**config.mk**
```make
export PLATFORM = sky130hd
export DESIGN_NAME = gray_count_reader_flat
export DESIGN_NICKNAME = d
export VERILOG_FILES = /design/src/rtl/gray_count_reader_if.sv /design/src/rtl/gray_count_reader.sv /design/src/flat_wrapper.sv
export SDC_FILE = /design/constraint.sdc
export NUM_CORES = 1
export LEC_CHECK = 0
export ABC_CLOCK_PERIOD_IN_PS = 2350
export CAP_MARGIN = 0
export CELL_PAD_IN_SITES_DETAIL_PLACEMENT = 1
export CELL_PAD_IN_SITES_GLOBAL_PLACEMENT = 1
export CORE_MARGIN = 3
export CORE_UTILIZATION = 43
export CTS_CLUSTER_DIAMETER = 150
export DETAILED_ROUTE_END_ITERATION = 10
export MAX_ROUTING_LAYER = met4
export PLACE_DENSITY = 0.89
export SLEW_MARGIN = 20
export SYNTH_ARGS = -nofsm -noshare
export SYNTH_HDL_FRONTEND = slang
export SYNTH_SLANG_ARGS = --single-unit
```
**constraint.sdc**
```tcl
create_clock -name clk_master -period 2.35 [get_ports clk_master]
set_input_delay 0.47 -clock clk_master [delete_from_list [all_inputs] [get_ports clk_master]]
set_output_delay 0.47 -clock clk_master [all_outputs]
set_load 0.01 [all_outputs]
```
**src/rtl/gray_count_reader_if.sv**
```systemverilog
// Readout-side result channel of gray_count_reader: valid/ready handshake,
// the captured count, its delta and the sticky error flags.
interface gray_count_reader_if #(
  parameter int WIDTH = 8
);
  logic             out_valid;
  logic             out_ready;
  logic [WIDTH-1:0] bin_out;
  logic [WIDTH-1:0] delta_out;
  logic             glitch_err;
  logic             overrun_err;

  // Reader side produces results, consumer returns ready
  modport master (
    output out_valid,
    output bin_out,
    output delta_out,
    output glitch_err,
    output overrun_err,
    input  out_ready
  );

  modport slave (
    input  out_valid,
    input  bin_out,
    input  delta_out,
    input  glitch_err,
    input  overrun_err,
    output out_ready
  );
endinterface

```
**src/rtl/gray_count_reader.sv**
```systemverilog
// Synchronises the gray count from the counter tree into clk_master, decodes
// it to binary, flags multi-bit gray steps and, on request, reports the
// absolute count plus the modulo-2^WIDTH delta since the last capture.
module gray_count_reader #(
  parameter int WIDTH       = 8,
  parameter int SYNC_STAGES = 2
) (
  input  logic                clk_master,
  input  logic                rstb,
  input  logic [WIDTH-1:0]    gray_in,
  input  logic                sample,
  input  logic                clr_err,
  gray_count_reader_if.master rd
);

  // Prime counter covers the synchroniser plus the one-cycle g_d delay
  localparam int                 PRIME_W   = $clog2(SYNC_STAGES + 2);
  localparam logic [PRIME_W-1:0] PRIME_MAX = PRIME_W'(SYNC_STAGES + 1);

  // Chained XOR from the MSB down: bin[i] = bin[i+1] ^ gray[i]
  function automatic logic [WIDTH-1:0] gray_to_bin(input logic [WIDTH-1:0] g);
    logic [WIDTH-1:0] b;
    b[WIDTH-1] = g[WIDTH-1];
    for (int i = WIDTH - 2; i >= 0; i--) begin
      b[i] = b[i+1] ^ g[i];
    end
    return b;
  endfunction

  // True when more than one bit is set (clearing the lowest set bit leaves some)
  function automatic logic multi_bit(input logic [WIDTH-1:0] x);
    return (x & (x - {{(WIDTH-1){1'b0}}, 1'b1})) != {WIDTH{1'b0}};
  endfunction

  logic [WIDTH-1:0]   sync_r [SYNC_STAGES];
  logic [WIDTH-1:0]   g_s;
  logic [WIDTH-1:0]   g_d_r;
  logic [WIDTH-1:0]   bin_r;
  logic [WIDTH-1:0]   prev_r;
  logic [PRIME_W-1:0] prime_cnt_r;
  logic               primed_s;
  logic               capture_s;
  logic               accept_s;
  logic               overrun_set_s;
  logic               glitch_set_s;
  logic [WIDTH-1:0]   delta_s;
  logic               out_valid_r;
  logic [WIDTH-1:0]   bin_out_r;
  logic [WIDTH-1:0]   delta_out_r;
  logic               glitch_err_r;
  logic               overrun_err_r;

  assign g_s      = sync_r[SYNC_STAGES-1];
  assign primed_s = (prime_cnt_r == PRIME_MAX);

  // Multi-flop synchroniser for the asynchronous gray count
  always_ff @(posedge clk_master or negedge rstb) begin
    if (!rstb) begin
      for (int i = 0; i < SYNC_STAGES; i++) begin
        sync_r[i] <= {WIDTH{1'b0}};
      end
    end else begin
      sync_r[0] <= gray_in;
      for (int i = 1; i < SYNC_STAGES; i++) begin
        sync_r[i] <= sync_r[i-1];
      end
    end
  end

  // Decode register, delayed gray copy for step checking, and prime counter
  always_ff @(posedge clk_master or negedge rstb) begin
    if (!rstb) begin
      bin_r       <= {WIDTH{1'b0}};
      g_d_r       <= {WIDTH{1'b0}};
      prime_cnt_r <= {PRIME_W{1'b0}};
    end else begin
      bin_r <= gray_to_bin(g_s);
      g_d_r <= g_s;
      if (!primed_s) begin
        prime_cnt_r <= prime_cnt_r + {{(PRIME_W-1){1'b0}}, 1'b1};
      end else begin
        prime_cnt_r <= prime_cnt_r;
      end
    end
  end

  // Handshake decisions: accept, capture (possibly coincident), drop, glitch
  always_comb begin
    accept_s      = 1'b0;
    capture_s     = 1'b0;
    overrun_set_s = 1'b0;
    glitch_set_s  = 1'b0;
    delta_s       = bin_r - prev_r;
    accept_s      = out_valid_r & rd.out_ready;
    if (sample) begin
      capture_s     = ~out_valid_r | rd.out_ready;
      overrun_set_s = out_valid_r & ~rd.out_ready;
    end else begin
      capture_s     = 1'b0;
      overrun_set_s = 1'b0;
    end
    if (primed_s) begin
      glitch_set_s = multi_bit(g_s ^ g_d_r);
    end else begin
      glitch_set_s = 1'b0;
    end
  end

  // Result registers: capture loads new data, accept alone drops valid
  always_ff @(posedge clk_master or negedge rstb) begin
    if (!rstb) begin
      out_valid_r <= 1'b0;
      bin_out_r   <= {WIDTH{1'b0}};
      delta_out_r <= {WIDTH{1'b0}};
      prev_r      <= {WIDTH{1'b0}};
    end else if (capture_s) begin
      out_valid_r <= 1'b1;
      bin_out_r   <= bin_r;
      delta_out_r <= delta_s;
      prev_r      <= bin_r;
    end else if (accept_s) begin
      out_valid_r <= 1'b0;
    end else begin
      out_valid_r <= out_valid_r;
    end
  end

  // Sticky error flags: a new set beats a coincident clear
  always_ff @(posedge clk_master or negedge rstb) begin
    if (!rstb) begin
      glitch_err_r  <= 1'b0;
      overrun_err_r <= 1'b0;
    end else begin
      if (glitch_set_s) begin
        glitch_err_r <= 1'b1;
      end else if (clr_err) begin
        glitch_err_r <= 1'b0;
      end else begin
        glitch_err_r <= glitch_err_r;
      end
      if (overrun_set_s) begin
        overrun_err_r <= 1'b1;
      end else if (clr_err) begin
        overrun_err_r <= 1'b0;
      end else begin
        overrun_err_r <= overrun_err_r;
      end
    end
  end

  assign rd.out_valid   = out_valid_r;
  assign rd.bin_out     = bin_out_r;
  assign rd.delta_out   = delta_out_r;
  assign rd.glitch_err  = glitch_err_r;
  assign rd.overrun_err = overrun_err_r;

endmodule
```
**src/flat_wrapper.sv**
```systemverilog
// flat-port wrapper written by rule: the top's interface ports become plain ports
module gray_count_reader_flat 
#(
  parameter int WIDTH       = 8,
  parameter int SYNC_STAGES = 2
)
  (clk_master, rstb, gray_in, sample, clr_err, rd_out_valid, rd_bin_out, rd_delta_out, rd_glitch_err, rd_overrun_err, rd_out_ready);
  gray_count_reader_if #(.WIDTH(WIDTH)) rd_i ();
  input  logic clk_master;
  input  logic rstb;
  input  logic [WIDTH-1:0] gray_in;
  input  logic sample;
  input  logic clr_err;
  output wire logic [$bits(rd_i.out_valid)-1:0] rd_out_valid;
  output wire logic [$bits(rd_i.bin_out)-1:0] rd_bin_out;
  output wire logic [$bits(rd_i.delta_out)-1:0] rd_delta_out;
  output wire logic [$bits(rd_i.glitch_err)-1:0] rd_glitch_err;
  output wire logic [$bits(rd_i.overrun_err)-1:0] rd_overrun_err;
  input wire logic [$bits(rd_i.out_ready)-1:0] rd_out_ready;
  assign rd_out_valid = rd_i.out_valid;
  assign rd_bin_out = rd_i.bin_out;
  assign rd_delta_out = rd_i.delta_out;
  assign rd_glitch_err = rd_i.glitch_err;
  assign rd_overrun_err = rd_i.overrun_err;
  assign rd_i.out_ready = rd_out_ready;
  gray_count_reader #(.WIDTH(WIDTH), .SYNC_STAGES(SYNC_STAGES)) u_core (.clk_master(clk_master), .rstb(rstb), .gray_in(gray_in), .sample(sample), .clr_err(clr_err), .rd(rd_i));
endmodule
```
==> results of run 1 <==
-- layout by cell type, fill, tap and decap left out --
master	Yosys	routed
clkbuf_1	2	2
ha_1	8	8
xor2_1	12	12
maj3_1	2	2
o21ai_0	12	12
dfrtp_1	52	52
fa_1	1	1
clkbuf_8	0	6
clkdlybuf4s50_1	0	30
nor4_1	2	2
xnor2_1	5	5
nand2b_1	1	1
o22ai_1	1	1
nor3b_1	2	2
o21a_1	4	4
buf_4	0	3
nor2_1	4	4
xnor2_4	1	1
and3_1	1	1
nor3_1	3	3
mux2_2	7	7
mux2i_1	1	1
xor2_2	3	3
a21oi_1	2	2
nand2_1	13	13
nand3_1	1	1
a21boi_0	1	1
or3_1	1	1
o32ai_1	1	1
inv_1	15	15
nor2b_1	2	2
o31ai_1	3	3
buf_2	0	1
-- how the worst max path moves through the flow --
stage,start,endpoint,slack [ns],depth (start not counted)
after CTS,u_core.prev_r[0],u_core.rd.delta_out[6],0.22,8
after floorplan,u_core.prev_r[0],u_core.rd.delta_out[6],0.49,8
after global placement,rd_out_ready,u_core.rd.delta_out[3],0.32,5
after global routing,u_core.prev_r[0],u_core.rd.delta_out[6],0.11,8
after detailed placement,rd_out_ready,u_core.rd.delta_out[3],0.18,5
final,u_core.prev_r[0],u_core.rd.delta_out[6],0.21,8
-- state kept, by name, summed over array words and instances (netlist names) --
name,cells
u_core.g_d_r,7
u_core.g_s,8
u_core.rd.overrun_err,1
u_core.rd.delta_out,8
u_core.rd.out_valid,1
u_core.prime_cnt_r,2
u_core.rd.glitch_err,1
u_core.sync_r,8
u_core.bin_r,8
u_core.prev_r,8
-- cell type report --
type	instances	area [sq um]
sequential	52	1300
inverter	15	56.3
multi-input combinational	94	742
timing repair buffer	34	328
fill	462	1940
clock buffer	8	90.1
tap	65	81.3
-- cell families (layout without fill, tap and decap cells) --
logic type                 count (synthesis)  in the layout  synth area share
DFF                                       52             52             0.618
and+or+nand+nor                           30             30            0.0677
AOI/OAI and AO/OA                         24             24            0.0689
xor gates and xnor gates                  21             21             0.107
buffers and inverters                     17             57            0.0303
adders and majority gates                 11             11            0.0665
muxes                                      8              8            0.0422
-- per-layer routing --
| metal | wire (um) | vias up |
|---|---|---|
| met5 | 0 | - |
| met4 | 19 | 0 |
| met3 | 128 | 2 |
| met2 | 2300 | 27 |
| met1 | 1640 | 660 |
| li1 | - | 614 |
-- power by group through the flow --
stage,clock [mW],combinational (mW),sequential [mW]
5_1_grt,0.565,0.956,1.19
6_report,0.502,0.871,1.16
4_1_cts,0.523,0.883,1.17
3_5_place_dp,0,0.876,1.19
2_1_floorplan,0,0.431,1.22
3_3_place_gp,0,0.810,1.17
-- worst max-delay path: cells and delay by family, from the launching register on --
kind                       cells  cell delay (ns)
and+or+nand+nor                2             0.21
AOI/OAI and AO/OA              3             0.56
adders and majority gates      2             0.65
DFF                            1             0.41
muxes                          1             0.19
-- stage by stage --
step / setup WS [ns] / utilization / instances / area, sq um
finish: 0.210 / 0.573 / 268 / 2600
global route: 0.106 / 0.573 / 268 / 2600
CTS: 0.223 / 0.573 / 268 / 2600
detailed placement: 0.185 / 0.553 / 260 / 2510
global placement: 0.324 / 0.553 / 260 / 2510
floorplan: 0.492 / - / 163 / 2110
==> metrics.csv, run 1 <==
stage;metric;value;unit
status;status;finished, final reports clean;
timing;clock skew;0.00862;ns
critical_path;Crit Path Class;reg2reg;
power;Max VDD drop;0.471;mV
timing;Fmax;467;MHz
place;DP HPWL;3160;um
cells_and_area;Final nets;224;
timing;min Tclk post-route;2.14;ns
cells_and_area;diode count;0;
cells_and_area;area grow syn2layout;23.3;%
yosys;Synth top cells by count;52 x dfrtp_1, 15 x inv_1, 13 x nand2_1;
detailed_routing;ANT nets after route;0;
power;switching share of power;0.310;
clock_tree;Hold Buf Count CTS;0;
detailed_routing;DRC;0;
global_route;total grt overflow;0;
power;power density over cell area;976;mW/mm^2
yosys;Syn Std Cell Area;0.00211;sq mm
power;total chip power;2.54;mW
critical_path;R2R cell count;8;
yosys;cell with the most instances after synthesis;dfrtp_1;
critical_path;CP Max Fanout;3;
global_route;initial antenna violation count;0;
clock_tree;CTS tree;built;
clock_tree;CTS Sinks;52;
yosys;top_reg_cell synth;dfrtp_1;
detailed_routing;1st-iter DRT viols;20;
place;RD Place Congestion;0.759;
timing;setup_tns;0;ns
critical_path;max incr delay on CP;0.41;ns
global_route;first-pass GRT wire length;7090;um
global_route;vias in the first global route;1525;
die;Horiz. Die Dim;76;um
timing;Final Hold Viols;0;
yosys;Synth area leaders;dfrtp_1 62%, xor2_1 5.0%, ha_1 4.8%, mux2_2 3.7%, o21ai_0 2.9%;
critical_path;FF-to-FF Start;u_core.prev_r[0];
yosys;post-synthesis sequential area ratio;0.618;
job;max-capacitance violation count;0;
clock_tree;clk slew on worst S/H paths;0.09;ns
yosys;Synth area leader;dfrtp_1;
global_route;largest net degree at the start of global routing;33;
global_route;GRT busiest layer;met2;
yosys;Post-synth EDFFs;0;
global_route;GRT met1 Usage;0.167;
timing;worst slew pin tran;0.686;ns
yosys;synth unique cells;29;
critical_path;Slowest cell on crit path;dfrtp_1;
critical_path;Critical Path RT;2.53;ns
yosys;Synth top area share;0.618;
die;# IOs;32;
timing;unrepaired setup endpoints after global routing;no;
clock_tree;CTS buffer count;5;
detailed_routing;via count;1303;
detailed_routing;overall routed net length;4080;um
yosys;Mean Syn Cell Area;12.9;sq um
yosys;Synthesis Warnings;0;
critical_path;most used cell, CP;o21ai_0;
detailed_routing;DRT Pass-1 Iters;4;
yosys;register bit total from synthesis;52;
timing;Tcrit/Tclk final;0.911;
timing;Hold WS;0.207;ns
global_route;total track usage;0.156;
critical_path;worst r2r dst;u_core.rd.delta_out[6];
die;initial core utilization;0.465;
yosys;Mapped Cells;163;
clock_tree;# resized after CTS;0;
place;port bufs;31;
power;combinational power share;0.343;
detailed_routing;wire per inst;15.2;um
clock_tree;root buffer cell;clkbuf_8;
cells_and_area;share of cells above drive strength 1;0.103;
clock_tree;clock latency on the worst-skew pair;0.29;ns
global_route;M2 GR Usage;0.291;
timing;Final setup viols;0;
timing;slew margin rel.;0.543;
power;clock power share;0.198;
critical_path;crit start category;register;
die;Die Y;76;um
die;total die area;0.00578;sq mm
clock_tree;# Post-CTS Setup Buffers;0;
global_route;met3 usage;0.0296;
power;switching power;787;uW
power;register share of total power;0.459;
timing;Final Slew Violations;0;
clock_tree;H-tree depth;2;
yosys;Mapped Nets;185;
critical_path;crit-path cells;ha_1, fa_1, nor2b_1, o21ai_0, a21boi_0, o21ai_0, mux2i_1, nand2_1;
die;row cnt;24;
critical_path;Reg2Reg Setup Slack;0.21;ns
yosys;Post-synth ARST share;1.00;
clock_tree;CTS Buffer Depth;2;
critical_path;CP endpoint kind;register;
critical_path;Worst Path Arrival;2.32;ns
power;LEAKAGE;1.16;nW
die;core area;0.00453;sq mm
power;P_int;1.75;mW
hold_path;worst hold path type;in2async;
detailed_routing;vias per inst;4.86;
Note: power is estimated with default switching activity, not from simulation.
==> run 2, diff against run 1 <==
--- a/config.mk
+++ b/config.mk
@@ -14,7 +14,8 @@
 export CTS_CLUSTER_DIAMETER = 150
 export DETAILED_ROUTE_END_ITERATION = 10
 export MAX_ROUTING_LAYER = met4
-export PLACE_DENSITY = 0.89
+export PLACE_DENSITY = 0.85
+export SETUP_SLACK_MARGIN = 0.1
 export SLEW_MARGIN = 20
 export SYNTH_ARGS = -nofsm -noshare
 export SYNTH_HDL_FRONTEND = slang
==> metrics.csv, run 2 (synthesized netlist as in run 1, its figures left out) <==
stage;metric;value;unit;change
global_route;total grt overflow;0;;unchanged
global_route;vias in the first global route;1503;;was 1525
cells_and_area;Final nets;223;;was 224
die;row cnt;24;;unchanged
critical_path;CP endpoint kind;register;;unchanged
timing;Final Slew Violations;0;;unchanged
power;power density over cell area;967;mW/mm^2;was 976 mW/mm^2
critical_path;Worst Path Arrival;2.26;ns;was 2.32 ns
cells_and_area;commonest non-fill, non-tap cell in the layout;dfrtp_1;;unchanged
critical_path;CP Max Fanout;3;;unchanged
timing;Final Hold Viols;0;;unchanged
detailed_routing;1st-iter DRT viols;29;;was 20
critical_path;Crit Path Class;reg2reg;;unchanged
place;RD Place Congestion;0.767;;was 0.759
die;core area;0.00453;sq mm;unchanged
detailed_routing;ANT nets after route;0;;unchanged
timing;clock skew;0.00858;ns;was 0.00862 ns
global_route;total track usage;0.151;;was 0.156
timing;min Tclk post-route;2.07;ns;was 2.14 ns
timing;setup_tns;0;ns;unchanged
timing;Final setup viols;0;;unchanged
timing;slew margin rel.;0.602;;was 0.543
detailed_routing;vias per inst;4.87;;was 4.86
clock_tree;CTS Buffer Depth;2;;unchanged
cells_and_area;Fill cells;468;;was 462
global_route;largest net degree at the start of global routing;31;;was 33
job;max-capacitance violation count;0;;unchanged
critical_path;crit start category;register;;unchanged
power;total chip power;2.52;mW;was 2.54 mW
status;status;finished, final reports clean;;unchanged
clock_tree;H-tree depth;2;;unchanged
cells_and_area;commonest non-fill, non-tap cells in the layout;51 x dfrtp_1, 30 x clkdlybuf4s50_1, 15 x inv_1;;was 52 x dfrtp_1, 30 x clkdlybuf4s50_1, 15 x inv_1
cells_and_area;Core Util, Final;0.575;;was 0.573
detailed_routing;overall routed net length;3880;um;was 4080 um
die;Die Y;76;um;unchanged
detailed_routing;DRT Pass-1 Iters;4;;unchanged
place;DP HPWL;3080;um;was 3160 um
critical_path;Reg2Reg Setup Slack;0.28;ns;was 0.21 ns
timing;Tcrit/Tclk final;0.881;;was 0.911
critical_path;FF-to-FF Start;u_core.prev_r[0];;unchanged
detailed_routing;DRC;0;;unchanged
critical_path;worst r2r dst;u_core.rd.delta_out[6];;unchanged
detailed_routing;via count;1299;;was 1303
cells_and_area;diode count;0;;unchanged
timing;worst slew pin tran;0.596;ns;was 0.686 ns
clock_tree;clock latency on the worst-skew pair;0.30;ns;was 0.29 ns
global_route;first-pass GRT wire length;6810;um;was 7090 um
clock_tree;root buffer cell;clkbuf_8;;unchanged
detailed_routing;wire per inst;14.5;um;was 15.2 um
critical_path;R2R cell count;8;;unchanged
die;initial core utilization;0.465;;unchanged
clock_tree;CTS tree;built;;unchanged
cells_and_area;area grow syn2layout;23.8;%;was 23.3%
power;LEAKAGE;1.17;nW;was 1.16 nW
die;Horiz. Die Dim;76;um;unchanged
critical_path;Critical Path RT;2.54;ns;was 2.53 ns
cells_and_area;share of cells above drive strength 1;0.114;;was 0.103
die;# IOs;32;;unchanged
timing;Fmax;483;MHz;was 467 MHz
power;Max VDD drop;0.460;mV;was 0.471 mV
die;total die area;0.00578;sq mm;unchanged
global_route;initial antenna violation count;0;;unchanged
clock_tree;Hold Buf Count CTS;0;;unchanged
clock_tree;CTS buffer count;5;;unchanged
clock_tree;clk slew on worst S/H paths;0.09;ns;about the same
timing;unrepaired setup endpoints after global routing;no;;unchanged
clock_tree;CTS Sinks;52;;unchanged
hold_path;worst hold path type;in2async;;unchanged
place;port bufs;31;;unchanged
run 2: cell count changes in the layout (fill, tap and decap cells not counted), sizes merged:
| cell | delta |
|---|---|
| buf | -1 |
| clkbuf | -2 |
| clkinv | +2 |
run 2: through the flow:
stage               std cells  setup WS [ns]  cell area, sq um  hold WS, ns
global placement          259          0.305              2510        0.331
CTS                       267          0.283              2610        0.166
detailed placement        259          0.195              2510        0.336
finish                    267          0.280              2610        0.149
floorplan                 163          0.492              2110        0.174
global route              267          0.152              2610        0.180
run 2: what timing repair did:
action	CTS	global route
buffers inserted	0	0
endpoints found under the setup margin	0	1
gates resized for setup	0	1
endpoints found under the hold margin	0	0
run 2: routing by layer:
layer	routed length [um]	share of wire	up-vias	GRT usage
met5	0	0	-	-
met4	64	0.016	0	0.0471
met3	156	0.040	6	0.0402
met2	2160	0.56	30	0.279
met1	1500	0.39	657	0.155
li1	-	-	606	-
run 2: area by class of cell:
| class | count | area, sq um | area share |
|---|---|---|---|
| clock buffers | 6 | 82.6 | 0.0317 |
| repair buffers | 33 | 333 | 0.128 |
| multi-input cells | 94 | 742 | 0.285 |
| clock inverters | 2 | 10.0 | 0.00384 |
| well taps | 65 | 81.3 | 0.0312 |
| inverters | 15 | 56.3 | 0.0216 |
| flip-flops and latches | 52 | 1300 | 0.500 |
run 2: worst max path at each step:
stage                                 from                     end  slack [ns]
after detailed placement      rd_out_ready  u_core.rd.delta_out[3]        0.19
final                     u_core.prev_r[0]  u_core.rd.delta_out[6]        0.28
after CTS                 u_core.prev_r[0]  u_core.rd.delta_out[6]        0.28
after floorplan           u_core.prev_r[0]  u_core.rd.delta_out[6]        0.49
after global routing      u_core.prev_r[1]  u_core.rd.delta_out[7]        0.15
after global placement        rd_out_ready  u_core.rd.delta_out[3]        0.31
run 2: power breakdown:
| group | total (mW) | leakage, nW | internal (mW) | switching, mW |
|---|---|---|---|---|
| Combinational | 0.856 | 0.515 | 0.453 | 0.402 |
| Clock | 0.504 | 0.0510 | 0.235 | 0.268 |
| Sequential | 1.16 | 0.603 | 1.06 | 0.104 |
| Total | 2.52 | 1.17 | 1.75 | 0.775 |
run 2: worst max-delay path: stages, from the launching register on:
cell      delay, ns
dfrtp_1        0.41
ha_1           0.24
fa_1           0.42
nor2b_1        0.13
o21ai_0        0.10
a21boi_0       0.24
o21ai_0        0.16
mux2i_1        0.19
nand2_1        0.08
